--- src/rtl/ecc_synd_check_array.sv ---
// Per-lane RS syndrome checker for the 16-lane byte-symbol ECC stream; 1-cycle pass-through with tlast and status handshake.
// Optional macro ECC_ERR_CNT_EN adds err_cnt/err_cnt_clr, a saturating count of codewords with any lane in error.
module ecc_synd_check_array #(
    parameter int CW_LEN = 255,
    parameter int CNT_W  = 8
) (
    input  logic         clk,
    input  logic         rst,
    input  logic [127:0] axis_ins_tdata,
    input  logic         axis_ins_tvalid,
    output logic         axis_ins_tready,
    output logic [127:0] axis_ous_tdata,
    output logic         axis_ous_valid,
    output logic         axis_ous_last,
    input  logic         axis_ous_ready,
    output logic         stat_valid,
    output logic [15:0]  stat_err_mask,
    input  logic         stat_ready
`ifdef ECC_ERR_CNT_EN
    ,
    input  logic         err_cnt_clr,
    output logic [31:0]  err_cnt
`endif
);

    localparam logic [CNT_W-1:0] LAST_CNT = CNT_W'(CW_LEN - 1);

    function automatic logic [7:0] mul_alpha(input logic [7:0] b);
        return {b[6:0], 1'b0} ^ (b[7] ? 8'h1D : 8'h00);
    endfunction

    logic [CNT_W-1:0]  cnt;
    logic [15:0][7:0]  s0;
    logic [15:0][7:0]  s1;
    logic [15:0][7:0]  s0_nxt;
    logic [15:0][7:0]  s1_nxt;
    logic [15:0]       mask_nxt;
    logic              accept;
    logic              cnt_first;
    logic              cnt_last;

    assign cnt_first = (cnt == '0);
    assign cnt_last  = (cnt == LAST_CNT);

    // The first beat of a codeword waits until the previous result is taken.
    assign axis_ins_tready = (!axis_ous_valid || axis_ous_ready) && !(stat_valid && cnt_first);
    assign accept          = axis_ins_tvalid && axis_ins_tready;

    always_comb begin
        s0_nxt   = s0;
        s1_nxt   = s1;
        mask_nxt = '0;
        for (int i = 0; i < 16; i++) begin
            if (cnt_first) begin
                s0_nxt[i] = axis_ins_tdata[8*i +: 8];
                s1_nxt[i] = axis_ins_tdata[8*i +: 8];
            end else begin
                s0_nxt[i] = s0[i] ^ axis_ins_tdata[8*i +: 8];
                s1_nxt[i] = mul_alpha(s1[i]) ^ axis_ins_tdata[8*i +: 8];
            end
            mask_nxt[i] = |(s0_nxt[i] | s1_nxt[i]);
        end
    end

    always_ff @(posedge clk or posedge rst) begin
        if (rst) begin
            cnt            <= '0;
            s0             <= '0;
            s1             <= '0;
            axis_ous_tdata <= '0;
            axis_ous_valid <= 1'b0;
            axis_ous_last  <= 1'b0;
        end else begin
            if (accept) begin
                cnt            <= cnt_last ? '0 : cnt + 1'b1;
                s0             <= s0_nxt;
                s1             <= s1_nxt;
                axis_ous_tdata <= axis_ins_tdata;
                axis_ous_valid <= 1'b1;
                axis_ous_last  <= cnt_last;
            end else if (axis_ous_ready) begin
                axis_ous_valid <= 1'b0;
            end
        end
    end

    always_ff @(posedge clk or posedge rst) begin
        if (rst) begin
            stat_valid    <= 1'b0;
            stat_err_mask <= '0;
        end else begin
            if (accept && cnt_last) begin
                stat_valid    <= 1'b1;
                stat_err_mask <= mask_nxt;
            end else if (stat_valid && stat_ready) begin
                stat_valid <= 1'b0;
            end
        end
    end

`ifdef ECC_ERR_CNT_EN
    always_ff @(posedge clk or posedge rst) begin
        if (rst) begin
            err_cnt <= '0;
        end else if (err_cnt_clr) begin
            err_cnt <= '0;
        end else if (accept && cnt_last && (|mask_nxt) && (err_cnt != 32'hFFFF_FFFF)) begin
            err_cnt <= err_cnt + 32'd1;
        end
    end
`endif

endmodule
--- config.mk ---
export PLATFORM = sky130hd
export DESIGN_NAME = ecc_synd_check_array
export DESIGN_NICKNAME = d
export VERILOG_FILES = /design/src/rtl/ecc_synd_check_array.sv
export SDC_FILE = /design/constraint.sdc
export NUM_CORES = 1
export LEC_CHECK = 0
export CAP_MARGIN = 20
export CORE_ASPECT_RATIO = 1.25
export CORE_UTILIZATION = 40
export DETAILED_ROUTE_END_ITERATION = 12
export GPL_TIMING_DRIVEN = 0
export PLACE_DENSITY_LB_ADDON = 0.3
export SLEW_MARGIN = 30
export SYNTH_ARGS = -nofsm -noshare
export SYNTH_HDL_FRONTEND = slang
export SYNTH_SLANG_ARGS = --single-unit
--- constraint.sdc ---
create_clock -name clk -period 26.9 [get_ports clk]
set_input_delay 2.69 -clock clk [delete_from_list [all_inputs] [get_ports clk]]
set_output_delay 2.69 -clock clk [all_outputs]
set_load 0.1 [all_outputs]
-- Word level (Yosys, flattened, before mapping)
Cells that the tools add are included.
W data, S select, Z words.
- input bits: 133
- bits in registers: 411
- $add $sub $neg: 1
- equal/unequal tests: 1
- bitwise gates (word level): 64
- reduce and logical (&&, ||, !) cells: 27
- muxes and demuxes: 53
- operators by type and width (operator ; count):
    $mux W8 ; 33
    $xor A8 B8 Y8 ; 32
    $or A8 B8 Y8 ; 16
    $reduce_or A8 Y1 ; 16
    $xor A8 B5 Y8 ; 16
    $mux W5 ; 16
    $add A8 B1 Y8 const B ; 1
    $eq A8 B8 Y1 const B ; 1
    $logic_not A8 Y1 ; 1
    $logic_and A1 B1 Y1 ; 5
    $mux W1 ; 4
    $reduce_bool A2 Y1 ; 2
    $logic_not A1 Y1 ; 2
    $logic_or A1 B1 Y1 ; 1

-- Longest topological paths before layout
Gate-level depths: netlist of the first run.
- depth in word-level cells: 7
- mapped depth: 10
- mapped depth without buffers: 8

-- Worst setup path before layout of the first run
No wires, ideal clock.
- kind: input to output
- start point: input axis_ous_ready
- end point: output axis_ins_tready
- stages: 2
- buffers on the path: 0
- data arrival time: 3.625 ns
- slack: 20.585 ns
- cells stage by stage: nand2b_1 and2_1
- longest elaborated chain between the ends: 2
- RTL lines (element ; line ; RTL):
    from (decl) ; 15 ; input logic axis_ous_ready,
    $logic_or A1 B1 Y1 ; 46 ; assign axis_ins_tready = (!axis_ous_valid || axis_ous_ready) && !(stat_valid && cnt_first);
    $logic_and A1 B1 Y1 ; 46 ;
    to (decl) ; 11 ; output logic axis_ins_tready,
Every way passes these cells.

-- Worst setup path after layout of the first run
Ends and elaborated chain as after synthesis.

==> metrics.cfg, run 1 <==
[setup_path]
cp_cell_sequence=clkdlybuf4s50_1 > nand2b_1 > and2_1 > clkdlybuf4s50_1
critPathSlowestCell=clkdlybuf4s50_1
crit_path_end_kind=output pin
cp_max_fo=6
critical_path_class=input pin to output pin
cpPeakStageDelay_ps=1130
arrival_ps=4710
critPathRequiredTime_ps=24210
cp-start-kind=input pin
path_common_cell=clkdlybuf4s50_1
r2r_slack_ps=22350

[synthesis]
ys_seq_elements=411
yosysWarnings=0
synth_top_area_frac=0.418
synth-edff-count=0
ys_types=57
yosys.area.top_type=dfrtp_1
ys_seq_area_frac=0.418
synthArstFlopShare=1.00
synth_nets=3258
synth_top_flop_cell=dfrtp_1
synth_area_per_cell_um2=7.88
ys_top_cells_by_area=dfrtp_1, nand2_1, o21ai_0
syn-instance-count=3122
syn_area_um2=24600

[cts]
cts_made_buffers=48
cts_root_buf=clkbuf_16
post_cts_buffers=0
tritoncts=yes
clkLatencyLatePin_ps=610
cts_resized=0
cts_max_level=2
cts_hold_buf=0
numClockSinks=411
cts.clk_slew.worst_paths_ps=60
clockBufferDepth=3

[timing]
fin_ws_ps=19500
min_period_over_period=0.275
hold_violations=0
setup_violations=0
finalSetupTns_ps=0
min_period_ps=7400
fin_skew_ps=18.0
clock.fmax_ghz=0.135
drv_slew=0
slew_headroom=0.284
rsz0062_at_grt=no
tightest_slew_ps=1070

[power_and_ir_drop]
pwr-share-seq=0.320
switching_power_mw=1.58
intPower_mw=1.77
p_per_area_nw_per_um2=115
clkPwrFrac=0.198
max-vdd-ir-drop_uv=51.7
total_leakage_power_nw=12.5
comb_power_share=0.482
swShare=0.471

[final_layout]
fillers=6022
final-seq-area_um2=10300
layout_common_cells=nand2_1, dfrtp_1, nor2_1
areaGrowthSynthToFinish_pct=19.0
multi_input_area_um2=13100
nNetsFinal=3507
drive_gt1_frac=0.0508
final_common_cell=nand2_1

[placed_design]
port-buffer-count=194
gp_congestion=0.903
hpwl_mm=62.9
place_ws_ps=19500

[global_route]
grt_pass1_wl_mm=137
grt_antenna_before_repair=6
grt_usage=0.291
grt.overflow.total=0
grt_max_degree=86
first_global_vias=22000

[die]
core-area_um2=60800
num_io_pins=281
fp.dieW_um=224
start_util=0.405
fp-row-count=101
dieArea_um2=62500
die_h_um=279

[route]
wl_per_cell_um=22.0
drcViolationCount=0
wl_mm=93.0
viasPerCell=5.72
antenna_left=0
drtIter0Drc=2471
drt_pre_antenna_iters=8
num_vias=24200

[run]
drv_cap=0

[outcome]
status=finished clean

[hold_path]
hp-class=flip-flop to flip-flop

final timing paths:
path | startpoint | to | depth (start not counted)
setup reg to reg | cnt[0]$_DFFE_PP0P_ | axis_ous_tdata[107]$_DFFE_PP0P_ | 9
setup / recovery | axis_ous_ready | axis_ins_tready | 4
min in group asynchronous | rst | axis_ous_tdata[41]$_DFFE_PP0P_ | 2
hold / removal | axis_ous_tdata[25]$_DFFE_PP0P_ | axis_ous_tdata[25]$_DFFE_PP0P_ | 2
hold reg to reg | axis_ous_tdata[25]$_DFFE_PP0P_ | axis_ous_tdata[25]$_DFFE_PP0P_ | 2
max in group asynchronous | rst | axis_ous_tdata[117]$_DFFE_PP0P_ | 4
routing by layer:
layer	up-vias	track usage	wire length, um
met3	262	0.0653	7440
met1	11700	0.362	37300
met2	987	0.476	43300
li1	11300	-	-
met5	-	0	75
met4	10	0.147	4810
critical path: cells and delay by family:
| family | cells | cell delay (ps) |
|---|---|---|
| buffers and inverters | 2 | 1580 |
| AND/OR/NAND/NOR | 2 | 430 |
state kept, by name, summed over array words and instances (netlist names):
register / cells
axis_ous_valid: 1
stat_err_mask: 16
cnt: 8
axis_ous_tdata: 128
stat_valid: 1
axis_ous_last: 1
s1: 128
s0: 128
cells in the mapped netlist, types with 2 or more instances:
library cell and count:
nor3_1 75, nand4_1 13, and3b_1 5, nor2b_1 4, nor4bb_1 11, o21ai_0 278, nor4_1 7, nand3_1 63
nand4b_1 3, o211ai_1 10, ha_1 3, a32oi_1 2, o32ai_1 82, a22oi_1 10, inv_1 8, a21oi_1 225
or3b_2 7, o311ai_0 5, a31oi_1 100, xnor2_1 144, xor2_1 137, o22a_1 2, o31ai_1 8, and3_1 13
dfrtp_1 411, a22o_1 22, buf_2 58, o22ai_1 30, nand3b_1 6, nor2_1 279, nand2_1 767, a21o_1 3
clkbuf_1 161, buf_4 4, buf_1 69, nand2b_1 3, or2_2 3, nor3b_1 9, mux2i_1 44, and4_1 13
o32a_1 9
final cells by class:
cell class | instances | share of cell area
Sequential cell | 411 | 0.351
Timing Repair Buffer | 199 | 0.0707
Multi-Input combinational cell | 2409 | 0.447
Inverter | 8 | 0.00128
Buffer | 294 | 0.0414
Clock inverter | 13 | 0.00329
Antenna cell | 1 | 0.0000855
Tap cell | 824 | 0.0352
Clock buffer | 72 | 0.0500
power by group through the flow:
| stage | combinational (mW) | sequential, mW | clock [mW] |
|---|---|---|---|
| after floorplan | 0.971 | 1.23 | 0 |
| after global placement | 1.55 | 1.07 | 0 |
| after detailed placement | 1.58 | 1.07 | 0 |
| after CTS | 1.59 | 1.06 | 0.675 |
| after global routing | 1.75 | 1.10 | 0.696 |
| final | 1.61 | 1.07 | 0.665 |
cell families after synthesis:
kind of cell    Yosys count  share of synthesized area
buf+inv                 302                     0.0500
compound gates          794                      0.192
xor+xnor                281                      0.100
flops                   411                      0.418
simple gates           1287                      0.221
mux                      44                     0.0179
fa+ha+maj                 3                    0.00153
stage by stage:
step	utilization	hold WS [ps]	std cells	instance area [um2]	total power [mW]
2_1_floorplan	-	444	3122	24600	2.20
3_3_place_gp	0.453	457	4140	27600	2.62
3_5_place_dp	0.456	462	4145	27700	2.65
4_1_cts	0.482	477	4230	29300	3.33
5_1_grt	0.482	490	4231	29300	3.55
6_report	0.482	469	4231	29300	3.35
No activity file was read; power rests on OpenSTA's default activity.
==> inputs of run 2 (changes only) <==
- clock period: 26.9 -> 6.3 ns (I/O delays scaled with it)
==> run 2 against run 1 <==
Register-to-register slack got worse by 20000 ps. First-iteration DRC count rose by 5.2%. Clock skew increased by 4.8 ps. Critical path type is now flip-flop to output pin.
==> metrics.cfg, run 2 (synthesis gave the netlist of run 1 again) <==
[route]
antenna_left=0  ; unchanged
drcViolationCount=0  ; unchanged
num_vias=24300  ; +0.55%
drtIter0Drc=2600  ; +5.2%
wl_mm=92.1  ; -0.98%
viasPerCell=5.73  ; +0.17%
drt_pre_antenna_iters=6  ; -2
wl_per_cell_um=21.7  ; -1.4%

[cts]
cts.clk_slew.worst_paths_ps=70  ; about the same
cts_made_buffers=47  ; -2.1%
clkLatencyLatePin_ps=620  ; about the same
cts_hold_buf=0  ; unchanged
cts_max_level=2  ; unchanged
post_cts_buffers=0  ; unchanged
cts_root_buf=clkbuf_16
tritoncts=yes
clockBufferDepth=3  ; unchanged
cts_resized=0  ; unchanged
numClockSinks=411  ; unchanged

[setup_path]
cp_max_fo=8  ; +2
arrival_ps=4100  ; -610 ps
critPathRequiredTime_ps=5670  ; -18540 ps
rr_worst_depth=9  ; unchanged
critical_path_class=flip-flop to output pin
cpPeakStageDelay_ps=970  ; -160 ps
crit_cells=6  ; +2
crit_path_end_kind=output pin
crit_buf_inv=2  ; unchanged
cp-start-kind=flip-flop
path_delay_family=simple AND/OR/NAND/NOR gates
cp_cell_sequence=inv_1 > ha_1 > nor3b_2 > nand3_1 > and2_1 > clkdlybuf4s50_1
critPathSlowestCell=clkdlybuf4s50_1

[final_layout]
drive_gt1_frac=0.0553  ; +0.00450
multi_input_area_um2=13100  ; unchanged
fillers=5944  ; -1.3%
final_common_cell=nand2_1
top_regs=axis_ous_tdata x128, s0 x128, s1 x128
nNetsFinal=3519  ; +0.34%
final-seq-area_um2=10300  ; unchanged
layout_common_cells=nand2_1, dfrtp_1, nor2_1
post-route-util=0.487  ; +0.00593
areaGrowthSynthToFinish_pct=20.5

[placed_design]
place_ws_ps=2060  ; -17450 ps
port-buffer-count=194  ; unchanged
hpwl_mm=63.2  ; +0.49%
gp_congestion=0.915  ; +1.3%

[die]
num_io_pins=281  ; unchanged
core-area_um2=60800  ; unchanged
fp-row-count=101  ; unchanged
dieArea_um2=62500  ; unchanged
start_util=0.405  ; unchanged
die_h_um=279  ; unchanged
fp.dieW_um=224  ; unchanged

[outcome]
status=finished clean

[timing]
fin_ws_ps=1570  ; -17930 ps
fin_skew_ps=22.8  ; +4.77 ps
min_period_ps=4730
setup_violations=0  ; unchanged
drv_slew=0  ; unchanged
clock.fmax_ghz=0.212
min_period_over_period=0.750
tightest_slew_ps=1060  ; -9.89 ps
slew_headroom=0.290  ; +0.00659
hold_violations=0  ; unchanged
finalHoldWorstSlack_ps=283  ; -186 ps
rsz0062_at_grt=no

[hold_path]
hp-class=input pin to asynchronous set/reset pin

[global_route]
first_global_vias=22200  ; +1.1%
grt_max_degree=29  ; -66%
grt_pass1_wl_mm=137  ; +0.14%
grt.overflow.total=0  ; unchanged
grt_usage=0.290  ; -0.00161
grt_antenna_before_repair=9  ; +3

[power_and_ir_drop]
p_per_area_nw_per_um2=489  ; +330%
total_leakage_power_nw=12.7  ; +1.3%
max-vdd-ir-drop_uv=230  ; +350%

[run]
drv_cap=0  ; unchanged

run 2: cell count changes in the layout (fill, tap and decap cells not counted), moves of 2 or more:
| cell | previous run | this run |
|---|---|---|
| bufinv_16 | 1 | 5 |
| buf_2 | 61 | 64 |
| clkinvlp_4 | 1 | 3 |
| diode_2 | 1 | 5 |
| clkinv_2 | 10 | 5 |
| buf_12 | 0 | 12 |
| clkdlybuf4s50_1 | 192 | 190 |
run 2: final cells by class:
class,count,area share
buffer,294,0.0410
timing repair buffer,212,0.0785
clock inverter,12,0.00642
sequential,411,0.347
clock buffer,72,0.0494
antenna,5,0.000422
tap,824,0.0348
multi-input combinational,2409,0.441
inverter,8,0.00114
run 2: worst register-to-register path, delay by kind of cell (launching register included):
family	cells	cell delay [ps]
simple gates	3	2110
fa+ha+maj	1	170
compound gates	1	140
flops	1	430
buf+inv	4	1430
run 2: report_power, final:
part	switching (mW)	internal, mW	total (mW)
sequential	1.03	3.56	4.58
combinational	4.49	2.39	6.88
clock	1.22	1.80	3.01
run 2: layer usage:
layer  GRT usage  share of wire  up-vias
li1            -              -    11300
met1       0.369           0.41    11800
met2       0.466           0.46     1045
met3      0.0514          0.076      256
met4       0.159          0.058        6
met5           0        0.00039        -
run 2: per-stage QoR:
| step | area (um2) | power (mW) | setup TNS [ps] | std cells |
|---|---|---|---|---|
| final | 29600 | 14.5 | 0 | 4247 |
| after global routing | 29600 | 15.3 | 0 | 4247 |
| after CTS | 29600 | 14.4 | 0 | 4242 |
| after detailed placement | 28000 | 11.3 | 0 | 4158 |
| after global placement | 27600 | 11.2 | -1282170 | 4140 |
| after floorplan | 24600 | 9.39 | 0 | 3122 |
run 2: final timing paths:
kind	startpoint	end	slack [ps]
worst max-delay path	cnt[0]$_DFFE_PP0P_	axis_ins_tready	1570
worst min-delay path	rst	axis_ous_tdata[55]$_DFFE_PP0P_	280
worst max register to register	cnt[0]$_DFFE_PP0P_	s1[65]$_DFFE_PP0P_	1880
worst min register to register	axis_ous_tdata[37]$_DFFE_PP0P_	axis_ous_tdata[37]$_DFFE_PP0P_	470
max in group asynchronous	rst	axis_ous_tdata[6]$_DFFE_PP0P_	4560
min in group clk	axis_ins_tdata[16]	axis_ous_tdata[16]$_DFFE_PP0P_	370
